## src/rtl/byte_loader.sv

```systemverilog
// rtl/byte_loader.sv - multi-cycle byte extraction engine for the DBM load path
module byte_loader (
  input  logic        clk,
  input  logic        rst,
  input  logic        start,
  input  logic        incr,
  input  logic [0:35] word,
  input  logic [0:5]  bpPOS,
  input  logic [0:5]  bpSIZE,
  input  logic        nextVALID,
  input  logic [0:35] nextWORD,
  output logic        busy,
  output logic        needNEXT,
  output logic        wordADV,
  output logic        done,
  output logic [0:35] byteOUT,
  output logic [0:5]  newPOS
);

  typedef enum logic [2:0] {
    S_IDLE  = 3'd0,
    S_INCR  = 3'd1,
    S_WAITW = 3'd2,
    S_SHIFT = 3'd3,
    S_DONE  = 3'd4
  } state_t;

  state_t      state_q, state_d;
  logic [35:0] shreg_q, shreg_d;
  logic [5:0]  pos_q, pos_d;
  logic [5:0]  size_q, size_d;
  logic [5:0]  cnt_q, cnt_d;
  logic        busy_q, busy_d;
  logic        need_q, need_d;
  logic        wadv_q, wadv_d;
  logic        done_q, done_d;
  logic [35:0] byte_q, byte_d;
  logic [5:0]  newpos_q, newpos_d;
  logic [5:0]  pos_new;
  logic [35:0] mask;

  function automatic logic [5:0] cap36(input logic [5:0] p);
    return (p > 6'd36) ? 6'd36 : p;
  endfunction

  assign mask = (size_q >= 6'd36) ? {36{1'b1}} : ~({36{1'b1}} << size_q);

  always_comb begin
    state_d  = state_q;
    shreg_d  = shreg_q;
    pos_d    = pos_q;
    size_d   = size_q;
    cnt_d    = cnt_q;
    wadv_d   = wadv_q;
    byte_d   = byte_q;
    newpos_d = newpos_q;
    pos_new  = pos_q;
    unique case (state_q)
      S_IDLE: begin
        if (start) begin
          shreg_d = word;
          pos_d   = bpPOS;
          size_d  = bpSIZE;
          wadv_d  = 1'b0;
          if (incr) begin
            state_d = S_INCR;
          end else begin
            state_d = S_SHIFT;
            cnt_d   = cap36(bpPOS);
          end
        end
      end
      S_INCR: begin
        if (pos_q >= size_q) begin
          pos_new = pos_q - size_q;
          state_d = S_SHIFT;
        end else begin
          // Pointer wrapped: restart at the first byte of the following word.
          pos_new = (size_q >= 6'd36) ? 6'd0 : 6'd36 - size_q;
          wadv_d  = 1'b1;
          state_d = S_WAITW;
        end
        pos_d = pos_new;
        cnt_d = cap36(pos_new);
      end
      S_WAITW: begin
        if (nextVALID) begin
          shreg_d = nextWORD;
          state_d = S_SHIFT;
        end
      end
      S_SHIFT: begin
        if (cnt_q != 6'd0) begin
          shreg_d = shreg_q >> 1;
          cnt_d   = cnt_q - 6'd1;
        end else begin
          byte_d   = shreg_q & mask;
          newpos_d = pos_q;
          state_d  = S_DONE;
        end
      end
      S_DONE:  state_d = S_IDLE;
      default: state_d = S_IDLE;
    endcase
    // Status outputs trail the state by one cycle; busy also covers the done pulse.
    busy_d = (state_d != S_IDLE) || (state_q == S_DONE);
    need_d = (state_q == S_WAITW) && (state_d == S_WAITW);
    done_d = (state_q == S_DONE);
  end

  always_ff @(posedge clk or posedge rst) begin
    if (rst) begin
      state_q  <= S_IDLE;
      shreg_q  <= '0;
      pos_q    <= '0;
      size_q   <= '0;
      cnt_q    <= '0;
      busy_q   <= 1'b0;
      need_q   <= 1'b0;
      wadv_q   <= 1'b0;
      done_q   <= 1'b0;
      byte_q   <= '0;
      newpos_q <= '0;
    end else begin
      state_q  <= state_d;
      shreg_q  <= shreg_d;
      pos_q    <= pos_d;
      size_q   <= size_d;
      cnt_q    <= cnt_d;
      busy_q   <= busy_d;
      need_q   <= need_d;
      wadv_q   <= wadv_d;
      done_q   <= done_d;
      byte_q   <= byte_d;
      newpos_q <= newpos_d;
    end
  end

  assign busy     = busy_q;
  assign needNEXT = need_q;
  assign wordADV  = wadv_q;
  assign done     = done_q;
  assign byteOUT  = byte_q;
  assign newPOS   = newpos_q;

endmodule

```

## config.mk

```make
export PLATFORM = sky130hd
export DESIGN_NAME = byte_loader
export DESIGN_NICKNAME = d
export VERILOG_FILES = /design/src/rtl/byte_loader.sv
export SDC_FILE = /design/constraint.sdc
export NUM_CORES = 1
export LEC_CHECK = 0
export BUFFER_PORTS_ARGS = -buffer_cell sky130_fd_sc_hd__buf_4
export CAP_MARGIN = 20
export CORE_ASPECT_RATIO = 1.4
export CORE_MARGIN = 8
export CORE_UTILIZATION = 58
export CTS_CLUSTER_DIAMETER = 30
export DETAILED_ROUTE_END_ITERATION = 12
export PLACE_DENSITY_LB_ADDON = 0.25
export REMOVE_ABC_BUFFERS = 1
export SLEW_MARGIN = 20
export SYNTH_ARGS = -nofsm -noshare
export SYNTH_HDL_FRONTEND = slang
export SYNTH_SLANG_ARGS = --single-unit
```

## constraint.sdc

```tcl
create_clock -name clk -period 6.5 [get_ports clk]
set_input_delay 1.3 -clock clk [delete_from_list [all_inputs] [get_ports clk]]
set_output_delay 1.3 -clock clk [all_outputs]
set_load 0.02 [all_outputs]
```

; ---- Word level (Yosys, flattened, before mapping)
; Cells that the tools add are included.
; W data, S select, Z words.
[classes]
eq_ne = 10
bitwise_logic = 3
add_sub_neg = 3
n_shift = 1
n_lt_le_gt_ge = 4
reduce_logical = 14
n_mux = 25
[ops]
columns = operator, n
row1 = $mux W36, 4
row2 = $pmux W36 S3, 1
row3 = $mux W6, 9
row4 = $and A36 B36 Y36, 1
row5 = $not A36 Y36, 1
row6 = $shl A36 B6 Y36 const A, 1
row7 = $pmux W6 S3, 1
row8 = $gt A6 B6 Y1 const B, 2
row9 = $pmux W3 S4, 1
row10 = $pmux W6 S2, 1
row11 = $ne A2 B2 Y1 const B, 5
row12 = $eq A3 B2 Y1 const B, 3
row13 = $mux W3, 3
row14 = $reduce_bool A3 Y1, 3
row15 = $reduce_and A4 Y1, 2
row16 = $ge A6 B6 Y1, 1
row17 = $ge A6 B6 Y1 const B, 1
row18 = $reduce_and A2 Y1, 3
row19 = $reduce_bool A6 Y1, 1
row20 = $sub A6 B1 Y6 const B, 1
row21 = $sub A6 B6 Y6, 1
row22 = $sub A6 B6 Y6 const A, 1
row23 = $eq A3 B1 Y1 const B, 1
row24 = $eq A3 B3 Y1 const B, 1
row25 = 9 further kinds, 11
[word_totals]
elab_cells = 71
output_inout_bits = 46
in_bits = 89
reg_bits = 103

; ---- Depth between registers and ports, before layout
; Gate-level depths: netlist of the first run.
[logic_depth]
word_depth = 7
depth_mapped = 11
mapped_depth_nobuf = 10

; ---- Least setup slack after synthesis of the first run
; No wires, ideal clock.
[synth_path]
path_type = reg-to-reg
startpoint = register size_q[2]
endpoint = register cnt_q[1]
setup_ps = 104
path_stages_with_launch = 10
slack_ps = 4060
required_ps = 6396
period_less_slack_ps = 2440
n_path_buf = 1
arrival_ps = 2336
cell_sequence = dfrtp_1 -> clkbuf_1 -> inv_1 -> ha_1 -> a21oi_1 -> a21oi_1 -> or3_2 -> a31oi_4 -> a311oi_2 -> a221oi_1
[synth_via]
elab_chain_cells = 7
elab_cells_between_ends = 10
cone_classes = 2 x add/sub / 3 x order compare / 5 x mux
[synth_rtl]
columns = element, line_no
row1 = from (decl), 31  ; logic [5:0] size_q, size_d;
row2 = from (signal assigned), 128  ; size_q <= size_d;
row3 = $sub A6 B6 Y6 / $ge A6 B6 Y1 (equally long branches), 79  ; pos_new = (size_q >= 6'd36) ? 6'd0 : 6'd36 - size_q;
row4 = $mux W6, 79
row5 = $mux W6 (*), 74  ; if (pos_q >= size_q) begin
row6 = $mux W6 (*), 58  ; unique case (state_q)
row7 = $gt A6 B6 Y1, 43  ; return (p > 6'd36) ? 6'd36 : p;
row8 = $mux W6 (*), 43
row9 = $pmux W6 S3 (*), 58
row10 = to (signal assigned), 129  ; cnt_q <= cnt_d;
row11 = to (decl), 32  ; logic [5:0] cnt_q, cnt_d;
; Mark *: on every way between the ends. The rest lies on a longest branch, timed or not. The select of a mux whose other input is x is not followed.
; A chain may end at the register's enable or synchronous reset.

; ---- Worst setup path in the final report of the first run
[layout_path]
startpoint = register size_q[5]
endpoint = register cnt_q[1]
; Same word-level chain as after synthesis.

==> results of run 1 <==
==> synthesized netlist by cell type (all sizes together), types with 7 or more instances <==
master    n  area share
inv      20       0.013
nand3    17       0.017
clkbuf   25       0.017
buf      17       0.018
o31ai     7       0.010
nor2     45       0.030
a21oi    56       0.050
nor3      7      0.0062
dfrtp   103        0.46
nand2   128       0.085
mux2i    43       0.076
ha       11       0.024
o21ai    96       0.085
==> flip-flops by register name, summed over array words and instances, names as in the netlist <==
signal,count
busy,1
byteOUT,36
cnt_q,6
done,1
needNEXT,1
newPOS,6
pos_q,6
shreg_q,36
size_q,6
state_q,3
wordADV,1
==> layout make-up <==
type / count / area (µm²)
sequential: 103 / 2579
inverter: 20 / 77.57
clock inverter: 3 / 42.54
clock buffer: 13 / 250.2
timing repair buffer: 140 / 1051
tap: 110 / 137.6
multi-input combinational: 485 / 2809
fill: 726 / 2512
==> routing by layer <==
layer	wire length, µm	global-route usage	share of wire	up-vias
met5	0	0	0	-
met4	376	0.09797	0.024	0
met3	837	0.05144	0.053	40
met2	8621	0.4272	0.54	172
met1	6067	0.2720	0.38	2522
li1	-	-	-	2468
==> report_power, final <==
| part | total, W | switching, W | internal [W] |
|---|---|---|---|
| logic | 0.00195 | 0.00119 | 0.000760 |
| registers | 0.00120 | 0.000270 | 0.000928 |
| clock network | 0.000540 | 0.000230 | 0.000309 |
==> critical path: stages, from the launching register on <==
cell      delay, ps
dfrtp_1         710
inv_1           250
ha_1            430
nand4_2         120
o221ai_2        560
mux2i_1         380
o211ai_1        150
a311oi_2        290
a221oi_1         90
==> path summary, 6_finish.rpt <==
| check | slack, ps | cells past startpoint | to | from |
|---|---|---|---|---|
| setup / recovery | 3380 | 8 | cnt_q[1] | size_q[5] |
| hold / removal | 480 | 2 | newPOS[4] | newPOS[4] |
| min in group asynchronous | 1020 | 2 | needNEXT | rst |
| setup reg to reg | 3380 | 8 | cnt_q[1] | size_q[5] |
| hold reg to reg | 480 | 2 | newPOS[4] | newPOS[4] |
| max in group asynchronous | 4300 | 3 | state_q[0] | rst |
==> kinds of logic (layout without fill, tap and decap cells) <==
kind of cell	after synthesis	after routing	synth area share
simple gates	229	229	0.1803
buf+inv	62	176	0.04789
flops	103	103	0.4568
compound gates	196	196	0.2031
mux	43	43	0.07627
fa+ha+maj	12	12	0.02794
xor+xnor	5	5	0.007760
==> per-stage QoR <==
stage	instances	instance area, µm²	power, W	utilization	hold slack (ps)
2_1_floorplan	608	5448	0.002474	-	449.5
3_3_place_gp	858	6654	0.003030	0.7034	454.4
3_5_place_dp	858	6654	0.003135	0.7034	465.8
4_1_cts	874	6947	0.003685	0.7344	480.8
5_1_grt	874	6947	0.003950	0.7344	502.4
6_report	874	6947	0.003682	0.7344	479.5
==> impl_metrics.py, run 1 <==
metrics = {
    "pwr": {
        "leakage_nw": 3.379,
        "p_per_area_nw_per_um2": 530.1,
        "max-vdd-ir-drop_mv": 0.3010,
    },
    "place": {
        "port-buffer-count": 134,
        "place_ws_ps": 3455,
        "place.gp.congestion": 0.9476,
        "dpl.hpwl_mm": 11.84,
    },
    "clock_tree": {
        "cts_tree": "built",
        "ctsHoldBuffers": 0,
        "cts_resized": 0,
        "clock-sinks": 103,
        "cts_inserted_buffers": 9,
        "cts_root_buf": "clkbuf_16",
        "clkLatencyLatePin_ps": 340,
        "clk_path_buf_depth": 2,
        "htreeDepth": 3,
        "clk_pin_slew_ps": 70,
        "post_cts_buffers": 0,
    },
    "sta": {
        "hold_viol": 0,
        "min_period_ps": 3121,
        "fmax_mhz": 320.4,
        "slew_headroom": 0.4867,
        "finalCritPeriodShare": 0.4802,
        "fin_skew_ps": 4.885,
        "setup-violations-final": 0,
        "tns_ps": 0,
        "rsz0062_at_grt": "no",
        "slew_viol_final": 0,
        "tightest_slew_ps": 769.9,
        "worst_slack_ps": 3379,
    },
    "synth": {
        "ys.warnings.count": 0,
        "yosysUniqueCellTypes": 57,
        "synth-edff-count": 0,
        "ys.flop_type": "dfrtp_1",
        "syn_inst": 650,
        "yosysSeqAreaShare": 0.4568,
        "ys_seq_elements": 103,
        "syn-cell-area_um2": 5643,
        "ys_async_sr_fraction": 1.000,
        "syn_area_per_cell_um2": 8.681,
    },
    "drt": {
        "wl_per_cell_um": 18.20,
        "vias_per_cell": 5.952,
        "drt_iter0_markers": 346,
        "vias": 5202,
        "routed_wl_mm": 15.90,
        "dr.pass1.iters": 6,
        "ant_nets": 0,
        "drc_errors": 0,
    },
    "worst_setup_path": {
        "crit_arrival_ps": 3330,
        "critPathKind": "reg -> reg",
        "crit_path_max_fanout": 17,
        "crit_required_ps": 6710,
        "end_kind": "register",
        "startpoint_type": "register",
    },
    "global_routing": {
        "grt_pass1_vias": 5295,
        "overflow": 0,
        "antenna_found_initial": 0,
        "grt_max_degree": 74,
        "grt_use_total": 0.2411,
        "grt_pass1_wl_mm": 25.74,
    },
    "worst_hold_path": {
        "hold_path_class": "reg -> reg",
    },
    "floorplan": {
        "pin_count": 135,
        "start_util": 0.5966,
        "die_y_um": 132.7,
        "placementRows": 42,
        "die_x_um": 99.37,
        "die-area_um2": 13190,
        "core-area_um2": 9459,
    },
    "final_layout": {
        "drive_gt1_frac": 0.2251,
        "antenna_cells": 0,
        "final_common_cell": "buf_4",
        "layout_common_cells": "140 x buf_4, 128 x nand2_1, 102 x dfrtp_1",
        "fin_nets": 860,
        "areaGrowthSynthToFinish_pct": 23.10,
    },
    "status": {
        "outcome": "finished, final reports clean",
    },
    "flow_run": {
        "timing.max_cap.violations": 0,
    },
}
(Power assumes the default switching activity.)
==> run 2: changes to the inputs <==
--- a/config.mk
+++ b/config.mk
@@ -9,7 +9,7 @@
 export CAP_MARGIN = 20
 export CORE_ASPECT_RATIO = 1.4
 export CORE_MARGIN = 8
-export CORE_UTILIZATION = 58
+export CORE_UTILIZATION = 54
 export CTS_CLUSTER_DIAMETER = 30
 export DETAILED_ROUTE_END_ITERATION = 12
 export PLACE_DENSITY_LB_ADDON = 0.25
==> constraint.sdc (replaced) <==
create_clock -name clk -period 3 [get_ports clk]
set_input_delay 0.6 -clock clk [delete_from_list [all_inputs] [get_ports clk]]
set_output_delay 0.6 -clock clk [all_outputs]
set_load 0.02 [all_outputs]
==> run 2 against run 1 <==
Die area increased by 6.3%. Core utilization shrank 5.1 points. Clock power grew 98%. Power grew 110%. Sequential cell count is the same. Critical path type unchanged. Via count is 2.1% lower. Largest power group unchanged. Cell count is 3.9% higher.
==> impl_metrics.py, run 2 (synthesis gave the netlist of run 1 again) <==
metrics = {
    "sta": {
        "min_period_ps": 2789,
        "slew_viol_final": 0,
        "hold_viol": 0,
        "tightest_slew_ps": 795.8,
        "fmax_mhz": 358.6,
        "finalCritPeriodShare": 0.9296,
        "rsz0062_at_grt": "no",
        "fin_skew_ps": 9.599,
        "setup-violations-final": 0,
        "tns_ps": 0,
        "slew_headroom": 0.4672,
    },
    "global_routing": {
        "grt_pass1_vias": 5245,
        "antenna_found_initial": 0,
        "grt_pass1_wl_mm": 25.64,
        "overflow": 0,
        "grt_max_degree": 74,
        "grt_use_total": 0.2329,
    },
    "worst_setup_path": {
        "startpoint_type": "register",
        "end_kind": "register",
        "crit_path_max_fanout": 13,
        "critPathMaxStageDelay_ps": 560,
        "crit_required_ps": 3210,
        "critPathBufInv": 1,
        "cp_top_family": "compound AO/OA/AOI/OAI gates",
        "slowest_stage": "o221ai_2",
        "path_cells": "inv_1, ha_1, nand4_2, o221ai_2, mux2i_1, o211ai_1, a311oi_2, a221oi_1",
        "critPathKind": "reg -> reg",
        "crit_arrival_ps": 3000,
    },
    "clock_tree": {
        "cts_inserted_buffers": 9,
        "ctsHoldBuffers": 0,
        "htreeDepth": 3,
        "cts_resized": 0,
        "clk_path_buf_depth": 2,
        "clock-sinks": 103,
        "clkLatencyLatePin_ps": 350,
        "post_cts_buffers": 0,
        "cts_tree": "built",
        "cts_root_buf": "clkbuf_16",
        "clk_pin_slew_ps": 70,
    },
    "pwr": {
        "p_per_area_nw_per_um2": 1126,
        "power_w": 0.007915,
        "leakage_nw": 3.411,
        "max-vdd-ir-drop_mv": 0.8886,
    },
    "final_layout": {
        "final_common_cell": "buf_4",
        "nFillCells": 876,
        "stdcell_count": 908,
        "layout_common_cells": "145 x buf_4, 128 x nand2_1, 102 x dfrtp_1",
        "antenna_cells": 0,
        "final_cell_area_um2": 7030,
        "drive_gt1_frac": 0.2338,
        "areaGrowthSynthToFinish_pct": 24.59,
        "fin_nets": 867,
    },
    "worst_hold_path": {
        "hold_path_class": "in -> async",
    },
    "drt": {
        "ant_nets": 0,
        "vias": 5093,
        "vias_per_cell": 5.609,
        "dr.pass1.iters": 4,
        "routed_wl_mm": 15.85,
        "drc_errors": 0,
        "drt_iter0_markers": 256,
        "wl_per_cell_um": 17.45,
    },
    "floorplan": {
        "die-area_um2": 14020,
        "placementRows": 44,
        "die_x_um": 102.4,
        "pin_count": 135,
        "die_y_um": 137.0,
        "start_util": 0.5481,
        "core-area_um2": 10290,
    },
    "status": {
        "outcome": "finished, final reports clean",
    },
    "place": {
        "port-buffer-count": 134,
        "place_inst": 893,
        "dpl.hpwl_mm": 11.94,
        "place.gp.congestion": 0.8984,
        "placed_area_um2": 6766,
    },
    "flow_run": {
        "timing.max_cap.violations": 0,
    },
}
==> run 2: changes by cell type in the layout (fill, tap and decap cells not counted) <==
cell,delta
clkinv_2,+1
clkinv_4,+1
buf_4,+5
bufinv_16,-1
inv_6,+1
clkbuf_1,-2
clkbuf_8,-1
buf_12,+2
==> run 2: worst reg2reg max path, cell delays in order (launching register included) <==
cell,delay [ps]
dfrtp_1,480
inv_1,120
ha_1,410
nand4_2,150
o221ai_2,560
mux2i_1,380
o211ai_1,160
a311oi_2,300
a221oi_1,90
==> run 2: layout make-up <==
cell class | count | area (µm²) | share of cell area
clock buffer | 10 | 229.0 | 0.03257
multi-input combinational | 485 | 2809 | 0.3995
sequential | 103 | 2579 | 0.3668
clock inverter | 5 | 35.03 | 0.004983
timing repair buffer | 147 | 1129 | 0.1605
inverter | 20 | 77.57 | 0.01103
tap | 138 | 172.7 | 0.02456
==> run 2: path summary, 6_finish.rpt <==
kind | slack [ps] | cells after the start | from | to
setup / recovery | 210 | 8 | size_q[3] | cnt_q[1]
hold / removal | 370 | 2 | rst | needNEXT
setup reg to reg | 210 | 8 | size_q[3] | cnt_q[1]
hold reg to reg | 470 | 2 | byteOUT[12] | byteOUT[12]
max in group asynchronous | 1900 | 3 | rst | shreg_q[26]
min in group clk | 420 | 2 | nextVALID | needNEXT
==> run 2: routing by layer <==
layer / vias up / track usage / wire [µm]
li1: 2491 / - / -
met1: 2441 / 0.2668 / 6164
met2: 133 / 0.4107 / 8580
met3: 28 / 0.04124 / 678
met4: 0 / 0.1016 / 422
met5: - / 0 / 0
==> run 2: per-stage QoR <==
| stage | hold WS [ps] | setup slack, ps | utilization |
|---|---|---|---|
| after floorplan | 449.5 | -582.0 | - |
| after global placement | 451.9 | 470.8 | 0.6573 |
| after detailed placement | 457.4 | 284.8 | 0.6573 |
| after CTS | 397.1 | 219.5 | 0.6829 |
| after global routing | 414.4 | 2.096 | 0.6829 |
| final | 366.6 | 211.2 | 0.6829 |
==> run 2: power breakdown <==
part | leakage, nW | switching, W | internal (W) | total, W
sequential | 1.30 | 0.000550 | 0.00201 | 0.00256
combinational | 1.98 | 0.00258 | 0.00171 | 0.00429
clock | 0.129 | 0.000507 | 0.000560 | 0.00107
